<file path="src/rtl/slow_edge_phase_sequencer.sv">
// Turns each synchronized rising edge of a slow clock into a load/compute/writeback
// pulse train in the fast domain, and measures the slow period in fast cycles.
//
// state     | meaning
// ----------+-------------------------------------------
// ST_IDLE   | waiting for an accepted slow edge
// ST_W_LOAD | counting down gap_load, then pulse_load
// ST_W_COMP | counting down latched gap_comp, then pulse_comp
// ST_W_WB   | counting down latched gap_wb, then pulse_wb
module slow_edge_phase_sequencer #(
  parameter int CNT_W       = 8,
  parameter int SYNC_STAGES = 2
) (
  input  logic             clk,
  input  logic             rst_n,
  input  logic             slow_clk_in,
  input  logic             en,
  input  logic [CNT_W-1:0] gap_load,
  input  logic [CNT_W-1:0] gap_comp,
  input  logic [CNT_W-1:0] gap_wb,
  input  logic             ovr_clr,
  output logic             pulse_load,
  output logic             pulse_comp,
  output logic             pulse_wb,
  output logic             busy,
  output logic [CNT_W-1:0] period,
  output logic             period_valid,
  output logic             period_sat,
  output logic             overrun
);

  typedef enum logic [1:0] {
    ST_IDLE   = 2'd0,
    ST_W_LOAD = 2'd1,
    ST_W_COMP = 2'd2,
    ST_W_WB   = 2'd3
  } state_t;

  localparam logic [CNT_W-1:0] CNT_ZERO = '0;
  localparam logic [CNT_W-1:0] CNT_ONE  = {{(CNT_W-1){1'b0}}, 1'b1};
  localparam logic [CNT_W-1:0] CNT_MAX  = '1;

  logic [SYNC_STAGES-1:0] sync_q, sync_d;
  logic                   s_dly_q, s_dly_d;
  logic                   edge_det;

  state_t                 state_q, state_d;
  logic [CNT_W-1:0]       gcnt_q, gcnt_d;
  logic [CNT_W-1:0]       gap_comp_q, gap_comp_d;
  logic [CNT_W-1:0]       gap_wb_q, gap_wb_d;

  logic                   pulse_load_q, pulse_load_d;
  logic                   pulse_comp_q, pulse_comp_d;
  logic                   pulse_wb_q, pulse_wb_d;
  logic                   busy_q, busy_d;
  logic                   overrun_q, overrun_d;

  logic [CNT_W-1:0]       pcnt_q, pcnt_d;
  logic [CNT_W-1:0]       period_q, period_d;
  logic                   period_valid_q, period_valid_d;
  logic                   period_sat_q, period_sat_d;
  logic                   edge_seen_q, edge_seen_d;

  always_comb begin
    sync_d   = {sync_q[SYNC_STAGES-2:0], slow_clk_in};
    s_dly_d  = sync_q[SYNC_STAGES-1];
    edge_det = sync_q[SYNC_STAGES-1] & ~s_dly_q;
  end

  always_comb begin
    state_d    = state_q;
    gcnt_d     = gcnt_q;
    gap_comp_d = gap_comp_q;
    gap_wb_d   = gap_wb_q;

    case (state_q)
      ST_IDLE: begin
        if (edge_det && en) begin
          state_d    = ST_W_LOAD;
          gcnt_d     = gap_load;
          gap_comp_d = gap_comp;
          gap_wb_d   = gap_wb;
        end
      end
      ST_W_LOAD: begin
        if (gcnt_q == CNT_ZERO) begin
          state_d = ST_W_COMP;
          gcnt_d  = gap_comp_q;
        end else begin
          gcnt_d = gcnt_q - CNT_ONE;
        end
      end
      ST_W_COMP: begin
        if (gcnt_q == CNT_ZERO) begin
          state_d = ST_W_WB;
          gcnt_d  = gap_wb_q;
        end else begin
          gcnt_d = gcnt_q - CNT_ONE;
        end
      end
      ST_W_WB: begin
        if (gcnt_q == CNT_ZERO) begin
          state_d = ST_IDLE;
        end else begin
          gcnt_d = gcnt_q - CNT_ONE;
        end
      end
      default: state_d = ST_IDLE;
    endcase

    // Dropping en abandons the running sequence on the next edge.
    if (!en) begin
      state_d = ST_IDLE;
    end

    // Outputs are decoded from the next state so they line up with the state they describe.
    pulse_load_d = (state_d == ST_W_LOAD) && (gcnt_d == CNT_ZERO);
    pulse_comp_d = (state_d == ST_W_COMP) && (gcnt_d == CNT_ZERO);
    pulse_wb_d   = (state_d == ST_W_WB)   && (gcnt_d == CNT_ZERO);
    busy_d       = (state_d != ST_IDLE);
  end

  always_comb begin
    overrun_d = overrun_q;
    if (ovr_clr) begin
      overrun_d = 1'b0;
    end
    if (edge_det && (state_q != ST_IDLE)) begin
      overrun_d = 1'b1;
    end
  end

  always_comb begin
    pcnt_d         = (pcnt_q == CNT_MAX) ? pcnt_q : pcnt_q + CNT_ONE;
    period_d       = period_q;
    period_valid_d = period_valid_q;
    period_sat_d   = period_sat_q;
    edge_seen_d    = edge_seen_q;

    if (edge_det) begin
      pcnt_d      = CNT_ZERO;
      edge_seen_d = 1'b1;
      // The first edge after reset only starts the measurement window.
      if (edge_seen_q) begin
        period_d       = (pcnt_q == CNT_MAX) ? CNT_MAX : pcnt_q + CNT_ONE;
        period_sat_d   = (pcnt_q == CNT_MAX);
        period_valid_d = 1'b1;
      end
    end
  end

  always_ff @(posedge clk or negedge rst_n) begin
    if (!rst_n) begin
      sync_q         <= '0;
      s_dly_q        <= 1'b0;
      state_q        <= ST_IDLE;
      gcnt_q         <= '0;
      gap_comp_q     <= '0;
      gap_wb_q       <= '0;
      pulse_load_q   <= 1'b0;
      pulse_comp_q   <= 1'b0;
      pulse_wb_q     <= 1'b0;
      busy_q         <= 1'b0;
      overrun_q      <= 1'b0;
      pcnt_q         <= '0;
      period_q       <= '0;
      period_valid_q <= 1'b0;
      period_sat_q   <= 1'b0;
      edge_seen_q    <= 1'b0;
    end else begin
      sync_q         <= sync_d;
      s_dly_q        <= s_dly_d;
      state_q        <= state_d;
      gcnt_q         <= gcnt_d;
      gap_comp_q     <= gap_comp_d;
      gap_wb_q       <= gap_wb_d;
      pulse_load_q   <= pulse_load_d;
      pulse_comp_q   <= pulse_comp_d;
      pulse_wb_q     <= pulse_wb_d;
      busy_q         <= busy_d;
      overrun_q      <= overrun_d;
      pcnt_q         <= pcnt_d;
      period_q       <= period_d;
      period_valid_q <= period_valid_d;
      period_sat_q   <= period_sat_d;
      edge_seen_q    <= edge_seen_d;
    end
  end

  assign pulse_load   = pulse_load_q;
  assign pulse_comp   = pulse_comp_q;
  assign pulse_wb     = pulse_wb_q;
  assign busy         = busy_q;
  assign period       = period_q;
  assign period_valid = period_valid_q;
  assign period_sat   = period_sat_q;
  assign overrun      = overrun_q;

endmodule

</file>
<file path="config.mk">
export PLATFORM = sky130hd
export DESIGN_NAME = slow_edge_phase_sequencer
export DESIGN_NICKNAME = d
export VERILOG_FILES = /design/src/rtl/slow_edge_phase_sequencer.sv
export SDC_FILE = /design/constraint.sdc
export NUM_CORES = 1
export LEC_CHECK = 0
export CAP_MARGIN = 20
export CORE_MARGIN = 4
export CORE_UTILIZATION = 42
export DETAILED_ROUTE_END_ITERATION = 12
export GPL_TIMING_DRIVEN = 0
export PLACE_DENSITY = 0.72
export SYNTH_ARGS = -nofsm -noshare
export SYNTH_HDL_FRONTEND = slang
export SYNTH_SLANG_ARGS = --single-unit
</file>
<file path="constraint.sdc">
create_clock -name clk -period 2.4 [get_ports clk]
set_input_delay 0.48 -clock clk [delete_from_list [all_inputs] [get_ports clk]]
set_output_delay 0.48 -clock clk [all_outputs]
set_load 0.01 [all_outputs]
</file>
Word-level counts from Yosys, hierarchy flattened
Index checks and enable logic that the tools add are counted.

operators by class
  add/sub/neg operators = 2
  eq/ne operators = 8
  muxes and demuxes = 16
  bitwise logic cells = 2
  reductions and logical operators = 13

operators by type and width
  cell                                                                number
  8-bit 2-to-1 mux                                                    7
  8-bit case mux with 4 select lines                                  1
  8-bit zero test                                                     2
  2-bit 2-to-1 mux                                                    5
  8-bit by 1-bit adder with 8-bit output, second input constant       1
  2-bit == test, second input constant                                4
  8-bit == test, second input constant                                1
  2-bit case mux with 4 select lines                                  1
  8-bit by 1-bit subtractor with 8-bit output, second input constant  1
  2-bit nonzero test                                                  3
  1-bit logical AND                                                   5
  2-bit by 1-bit == test with 1-bit output, second input constant     2
  2-bit AND reduction                                                 2
  2-bit zero test                                                     1
  1-bit 2-to-1 mux                                                    2
  2-bit inequality test, second input constant                        1
  1-bit bitwise AND                                                   1
  1-bit NOT                                                           1

word-level totals
  flip-flop bits (word level) = 53

Logic depth before layout (Yosys ltp)
Gate-level depths: netlist of the first run.

  depth in word-level cells = 8
  depth in mapped cells = 9
  gate-level depth less buffers = 8

Least setup slack after synthesis of the first run
Ideal clock, no wire load.

  path kind = register to register
  start point = register gcnt_q[0]
  end point = register pulse_load_q (netlist: pulse_load)
  setup time = 100 ps
  arrival = 2508 ps
  required time = 2300 ps
  slack = -209 ps
  stages on the path, launching flop included = 10
  path buffers = 1
  path through = dfrtp_1 > inv_1 > ha_1 > or4b_1 > buf_2 > o311a_1 > o21ai_1 > o311ai_1 > or4_4 > nor4bb_1

on the way
  elaborated cells between the ends (all ways) = 15
  those cells by class = add/sub (1); eq/ne (1); mux (10); reduce/logical (3)

RTL lines
  what                                                                            line         text
  start, declared                                                                 48           logic [CNT_W-1:0] gcnt_q, gcnt_d;
  start signal, assigned                                                          174          gcnt_q <= gcnt_d;
  8-bit by 1-bit subtractor with 8-bit output or 8-bit zero test (tied branches)  --
  8-bit 2-to-1 mux (on tied branches)                                             102, 86, 94
  8-bit case mux with 4 select lines (*)                                          76           case (state_q)
  via gcnt_d[3]                                                                   48
  8-bit zero test (*)                                                             117          pulse_load_d = (state_d == ST_W_LOAD) && (gcnt_d == CNT_ZERO);
  1-bit logical AND (*)                                                           117
  via pulse_load_d                                                                52           logic pulse_load_q, pulse_load_d;
  end signal, assigned                                                            177          pulse_load_q <= pulse_load_d;
  end, declared                                                                   52

The timed path passes the listed nets; every way through them passes the cells marked *.
A chain may end at the register's enable or synchronous reset.

Final worst setup path of the first run
  start point = register gcnt_q[0]
  end point = register pulse_wb_q (netlist: pulse_wb)

on the way
  elaborated cells between the ends (all ways) = 15
  those cells by class = add/sub (1); eq/ne (1); mux (10); reduce/logical (3)

RTL lines
  what                                                                            line         text
  8-bit by 1-bit subtractor with 8-bit output or 8-bit zero test (tied branches)  --
  8-bit 2-to-1 mux (on tied branches)                                             102, 86, 94
  8-bit case mux with 4 select lines (*)                                          76
  via gcnt_d[3]                                                                   48
  8-bit zero test (*)                                                             119          pulse_wb_d = (state_d == ST_W_WB) && (gcnt_d == CNT_ZERO);
  1-bit logical AND (*)                                                           119
  via pulse_wb_d                                                                  54           logic pulse_wb_q, pulse_wb_d;
  end signal, assigned                                                            179          pulse_wb_q <= pulse_wb_d;
  end, declared                                                                   54

Marks and branches as above.

==> results.json, run 1 <==
{
  "synth-adder-area-share_pct": 1.47,
  "antenna_left": 0,
  "finalWirelength_um": 6240,
  "gp_congestion": 0.904,
  "cp-end-kind": "flop",
  "initial_antenna_violation_count": 0,
  "synth.yosys.warnings": 0,
  "cts.clk_slew.worst_paths_ps": 90,
  "layout_setup_ws_ps": -260,
  "post_synth_most_frequent_cells": "53 x dfrtp_1, 21 x nor2_1, 18 x nand2_1, 18 x o21ai_0, 15 x mux2_2",
  "cts-root-buf": "clkbuf_8",
  "die_w_um": 86.1,
  "timing.final.setup_violations": 3,
  "io_pins": 44,
  "met3_track_demand_over_resource_pct": 3.46,
  "number_of_flip_flops_and_latches_in_the_synthesized_netlist": 53,
  "globalRouteTotalUtil_pct": 17.9,
  "h-tree-depth": 2,
  "groute.layer.met1.usage_pct": 23.6,
  "final_hold_viol_count": 0,
  "grt_setup_unrepaired": "true",
  "crit_path_start_kind": "flop",
  "wl_per_cell_um": 16.6,
  "count_of_antenna_diodes_in_the_layout": 0,
  "gr_met2_demand_resource_pct": 30.3,
  "drtPass1Iterations": 5,
  "yosys.area.top_type_share_pct": 51.8,
  "timing.final.crit_period_ps": 2660,
  "cts_sinks": 53,
  "worstHoldPathType": "in -> async",
  "vias": 2096,
  "place_ws_ps": -717,
  "grt_start_max_net_pins": 30,
  "finalClockSkew_ps": 5.64,
  "critical_path_arrival_ps": 2870,
  "rrSetupSlack_ps": -260,
  "synth.cell_area_um2": 2560,
  "leakage_dissipation_uw": 0.00145,
  "dp_cell_count": 363,
  "synth.area.mux_share_pct": 9.34,
  "synth_cell_types": 52,
  "fill_count": 519,
  "synth_area_leader_cell": "dfrtp_1",
  "vias_cell": 5.56,
  "max_cap_violations": 0,
  "numPortBuffers": 43,
  "post_synth.cell_area_avg_um2": 10.5,
  "timing.critical_path.required_ps": 2610,
  "cts-hold-fix-buffers": 0,
  "flow.area_growth_from_synthesis_pct": 32.1,
  "inserted_clock_buffers": 5,
  "finalMaxSlewViolations": 0,
  "die_height_um": 86.1,
  "worstSetupPathType": "reg -> reg",
  "final_cell_count_no_fill": 377,
  "place.detailed.hpwl_um": 4550,
  "remaining_drc_errors": 0,
  "synth-seq-area-share_pct": 51.8,
  "wire_length_of_the_first_global_routing_pass_um": 10400,
  "cts_tree": "yes",
  "worst_margin_pin_slew_ps": 572,
  "fp-row-count": 28,
  "final_layout_size_suffix_gt1_share_pct": 20.2,
  "dieArea_um2": 7400,
  "effective_utilization_at_floorplan_pct": 43.2,
  "achievable-frequency_mhz": 376,
  "slew-limit-headroom_pct": 61.8,
  "ys_top_cells_by_area": "dfrtp_1 52%, mux2_2 6.6%, o21ai_0 3.5%",
  "dominantRegCellSynth": "dfrtp_1",
  "synth_top_family_by_area": "simple AND/OR/NAND/NOR gates",
  "xor_xnor_share_of_the_synthesized_area_pct": 2.40,
  "pwr_dens_nw_per_um2": 775,
  "finalCritPeriodShare_pct": 111,
  "busiest_layer": "met2",
  "yosys.area_share.simple_pct": 17.4,
  "layout_nets": 334,
  "violated_checks": "setup timing",
  "syn_inst": 244,
  "start_of_the_worst_register_to_register_path": "gcnt_q[0]",
  "fraction_of_the_mapped_netlist_area_in_compound_gates_pct": 14.5,
  "fin_setup_tns_ps": -717,
  "syn_nets": 276,
  "synth-edff-count": 0,
  "core-area_um2": 5920,
  "grt.overflow.total": 0,
  "cts.path.max_buffers": 2,
  "worst_skew_pair.late_latency_ps": 300,
  "regToRegEndpoint": "pulse_wb",
  "status": "complete, but fails checks",
  "proportion_of_register_bits_with_asynchronous_set_or_reset_after_synthesis_pct": 100,
  "logic_depth_of_the_worst_register_to_register_path": 8,
  "drt_iter0_markers": 172,
  "leading_cell_type_by_number_of_instances_after_synthesis": "dfrtp_1",
  "crit_path_max_fanout": 7,
  "first_global_vias": 2188,
  "maximum_ir_drop_on_the_vdd_rail_mv": 0.401
}
## power by group
group	switching [uW]	leakage, uW	internal (uW)	total [uW]
Clock	285	0.0000433	229	513
Sequential	175	0.000663	1060	1240
Combinational	420	0.000740	447	867
Total	880	0.00145	1740	2620
## cell families (layout without fill, tap and decap cells)
family          after synthesis  count (layout)
flops                        53              53
compound gates               56              56
xor+xnor                      7               7
buf+inv                      21              79
simple gates                 82              82
mux                          22              22
fa+ha+maj                     3               3
## layout by cell type, fill, tap and decap left out, drive strengths merged, types with 5 or more instances in the layout
cell           Yosys  final
nor2b              7      7
a21oi              8      8
inv                8      8
and3               5      5
clkbuf             9     12
mux2i              7      7
clkdlybuf4s50      0     42
nor2              21     21
dfrtp             53     53
o21ai             19     19
nand2             19     19
buf                4     16
mux2              15     15
## what timing repair did
action	CTS	global route
setup buffers	8	2
pin swaps	6	3
endpoints found under the setup margin	12	10
resized for setup	6	20
## worst max-delay path by stage
stage	startpoint	to	slack, ps	cells after the start
global route	gcnt_q[0]	pulse_wb	-340	8
floorplan	gcnt_q[1]	pulse_load	-120	9
CTS	gcnt_q[0]	pulse_load	-260	8
finish	gcnt_q[0]	pulse_wb	-260	8
global placement	rst_n	period[3]	-710	1
detailed placement	en	gap_wb_q[4]	-720	7
## per-stage QoR
stage          power, uW  hold WS (ps)  util [%]  cell area (um^2)
3_5_place_dp        1970           336      52.7              3120
4_1_cts             2540           174      55.4              3280
2_1_floorplan       1690           184         -              2580
6_report            2620           163      57.1              3380
5_1_grt             2780           204      57.1              3380
3_3_place_gp        1940           337      52.5              3110
## registers in the layout, indices dropped and copies added, names as in the netlist
signal	cells
period	8
edge_seen_q	1
period_sat	1
s_dly_q	1
sync_q	2
gap_wb_q	8
busy	1
pulse_comp	1
pulse_wb	1
gap_comp_q	8
period_valid	1
gcnt_q	8
overrun	1
pulse_load	1
pcnt_q	8
state_q	2
## critical path, cell delays in order, from the launching register on
cell and delay, ps:
dfrtp_1 410, inv_2 90, ha_4 120, or4b_4 530
o311a_1 330, o21ai_2 130, o311ai_2 120, or4_4 570
nor4bb_4 270
## layer usage
layer  routed length (um)  part of all wire, %
met1                 2800                   45
met2                 3050                   49
met3                  328                  5.3
met4                   65                  1.0
met5                    0                    0
## layout make-up
cell class                 count  area, um^2  area share, %
multi-input combinational    170        1280           37.8
inverter                       8        30.0          0.889
tap                           75        93.8           2.78
timing repair buffer          54         520           15.4
clock inverter                 1        7.51          0.222
buffer                        10        41.3           1.22
clock buffer                   6        82.6           2.44
sequential                    53        1330           39.2
(Power assumes the default switching activity.)
==> inputs of run 2 (changes only) <==
Settings changed: CAP_MARGIN 20 to default, CTS_CLUSTER_DIAMETER from default to 80, TNS_END_PERCENT from default to 50.
==> results.json, run 2 (synthesis gave the netlist of run 1 again) <==
{
  "status": "complete, but fails checks",
  "violated_checks": "setup timing",
  "crit_path_max_fanout": 7,
  "dp_cell_count": 363,
  "cts.clk_slew.worst_paths_ps": 100,
  "cts-root-buf": "clkbuf_8",
  "first_global_vias": 2163,
  "start_of_the_worst_register_to_register_path": "gcnt_q[1]",
  "cts-hold-fix-buffers": 0,
  "gp_congestion": 0.896,
  "cp-end-kind": "flop",
  "finalCritPeriodShare_pct": 111,
  "cts_tree": "yes",
  "cts_sinks": 53,
  "logic_depth_of_the_worst_register_to_register_path": 8,
  "die_height_um": 86.1,
  "vias_cell": 5.55,
  "layout_setup_ws_ps": -256,
  "wl_per_cell_um": 16.5,
  "place.detailed.hpwl_um": 4490,
  "core-area_um2": 5920,
  "grt_start_max_net_pins": 29,
  "share_seq_of_total_power_pct": 47.9,
  "globalRouteTotalUtil_pct": 18.2,
  "fin_util_pct": 56.1,
  "postPlaceCellArea_um2": 3120,
  "clock_power_share_pct": 19.8,
  "maximum_ir_drop_on_the_vdd_rail_mv": 0.412,
  "final_cell_area_um2": 3320,
  "die_w_um": 86.1,
  "worst_skew_pair.late_latency_ps": 310,
  "achievable-frequency_mhz": 377,
  "worstSetupPathType": "reg -> reg",
  "grt.overflow.total": 0,
  "mostFrequentLayoutCells": "53 x dfrtp_1, 42 x clkdlybuf4s50_1, 21 x nor2_1",
  "timing.critical_path.depth": 8,
  "final_common_cell": "dfrtp_1",
  "inserted_clock_buffers": 5,
  "timing.final.crit_period_ps": 2660,
  "finalClockSkew_ps": 6.39,
  "comb_power_share_pct": 32.3,
  "net_switching_power_uw": 884,
  "path_delay_family": "simple AND/OR/NAND/NOR gates",
  "regToRegEndpoint": "pulse_load",
  "final_cell_count_no_fill": 378,
  "final_layout_size_suffix_gt1_share_pct": 18.8,
  "critical_path.max_stage_delay_ps": 530,
  "effective_utilization_at_floorplan_pct": 43.2,
  "final_hold_viol_count": 0,
  "max_cap_violations": 0,
  "dieArea_um2": 7400,
  "io_pins": 44,
  "numPortBuffers": 43,
  "h-tree-depth": 2,
  "fp-row-count": 28,
  "leakage_dissipation_uw": 0.00142,
  "count_of_antenna_diodes_in_the_layout": 0,
  "crit_path_start_kind": "flop",
  "pwr_dens_nw_per_um2": 778,
  "power.internal_uw": 1700,
  "cts.path.max_buffers": 2,
  "timing.critical_path.buf_inv": 1,
  "wire_length_of_the_first_global_routing_pass_um": 10600,
  "worstPathCellList": "inv_2, ha_4, or4b_4, o311a_1, o21ai_2, o311ai_2, or4_4, nor4bb_1",
  "power_uw": 2590,
  "remaining_drc_errors": 0,
  "power.share.switching_pct": 34.2,
  "drt_iter0_markers": 201,
  "finalMaxSlewViolations": 0,
  "finalWirelength_um": 6230,
  "flow.area_growth_from_synthesis_pct": 29.9,
  "vias": 2099,
  "grt_setup_unrepaired": "true",
  "antenna_left": 0,
  "timing.critical_path.required_ps": 2610,
  "crit_path_top_delay_cell": "or4_4",
  "fin_setup_tns_ps": -720,
  "initial_antenna_violation_count": 0,
  "drtPass1Iterations": 4,
  "layout_nets": 334,
  "critical_path_arrival_ps": 2870,
  "timing.final.setup_violations": 3,
  "rrSetupSlack_ps": -260,
  "worst_margin_pin_slew_ps": 626,
  "worstHoldPathType": "in -> async",
  "slew-limit-headroom_pct": 57.9
}
run 2: power by group through the flow:
stage	combinational, uW	sequential [uW]	clock (uW)
after floorplan	478	1210	0
after global placement	707	1230	0
after detailed placement	725	1240	0
after CTS	802	1230	533
after global routing	932	1260	565
final	836	1240	512
run 2: layout make-up:
class                   count  area, um^2
fillers                   526        2600
flip-flops and latches     53        1330
multi-input cells         170        1220
repair buffers             54         520
well taps                  75        93.8
clock buffers               5        68.8
plain buffers              10        40.0
inverters                   8        30.0
clock inverters             3        21.3
run 2: timing repair:
action / in CTS / in global routing
hold endpoints to repair: 0 / 0
setup buffers: 9 / 1
resized for setup: 8 / 6
pin swaps: 7 / 1
endpoints found under the setup margin: 12 / 9
run 2: worst register-to-register path, cell delays in order, from the launching register on:
cell      delay [ps]
dfrtp_1          410
inv_2             90
ha_4             140
or4b_4           520
o311a_1          330
o21ai_2          140
o311ai_2         130
or4_4            530
nor4bb_1         270
run 2: stage by stage:
step	hold WS (ps)	worst slack [ps]
2_1_floorplan	184	-121
3_3_place_gp	336	-704
3_5_place_dp	341	-729
4_1_cts	176	-232
5_1_grt	208	-344
6_report	167	-256
run 2: worst max-delay path by stage:
stage / to / slack (ps) / start
after global routing: pulse_load / -340 / gcnt_q[1]
final: pulse_load / -260 / gcnt_q[1]
after CTS: pulse_wb / -230 / gcnt_q[1]
after floorplan: pulse_load / -120 / gcnt_q[1]
after global placement: period[2] / -700 / rst_n
after detailed placement: gap_wb_q[1] / -730 / en
run 2: layer usage:
layer	track usage (%)	wire (um)	vias to the layer above
met4	4.75	83	0
met5	0	0	-
li1	-	-	995
met2	29.8	2990	74
met3	4.51	437	11
met1	24.2	2720	1019
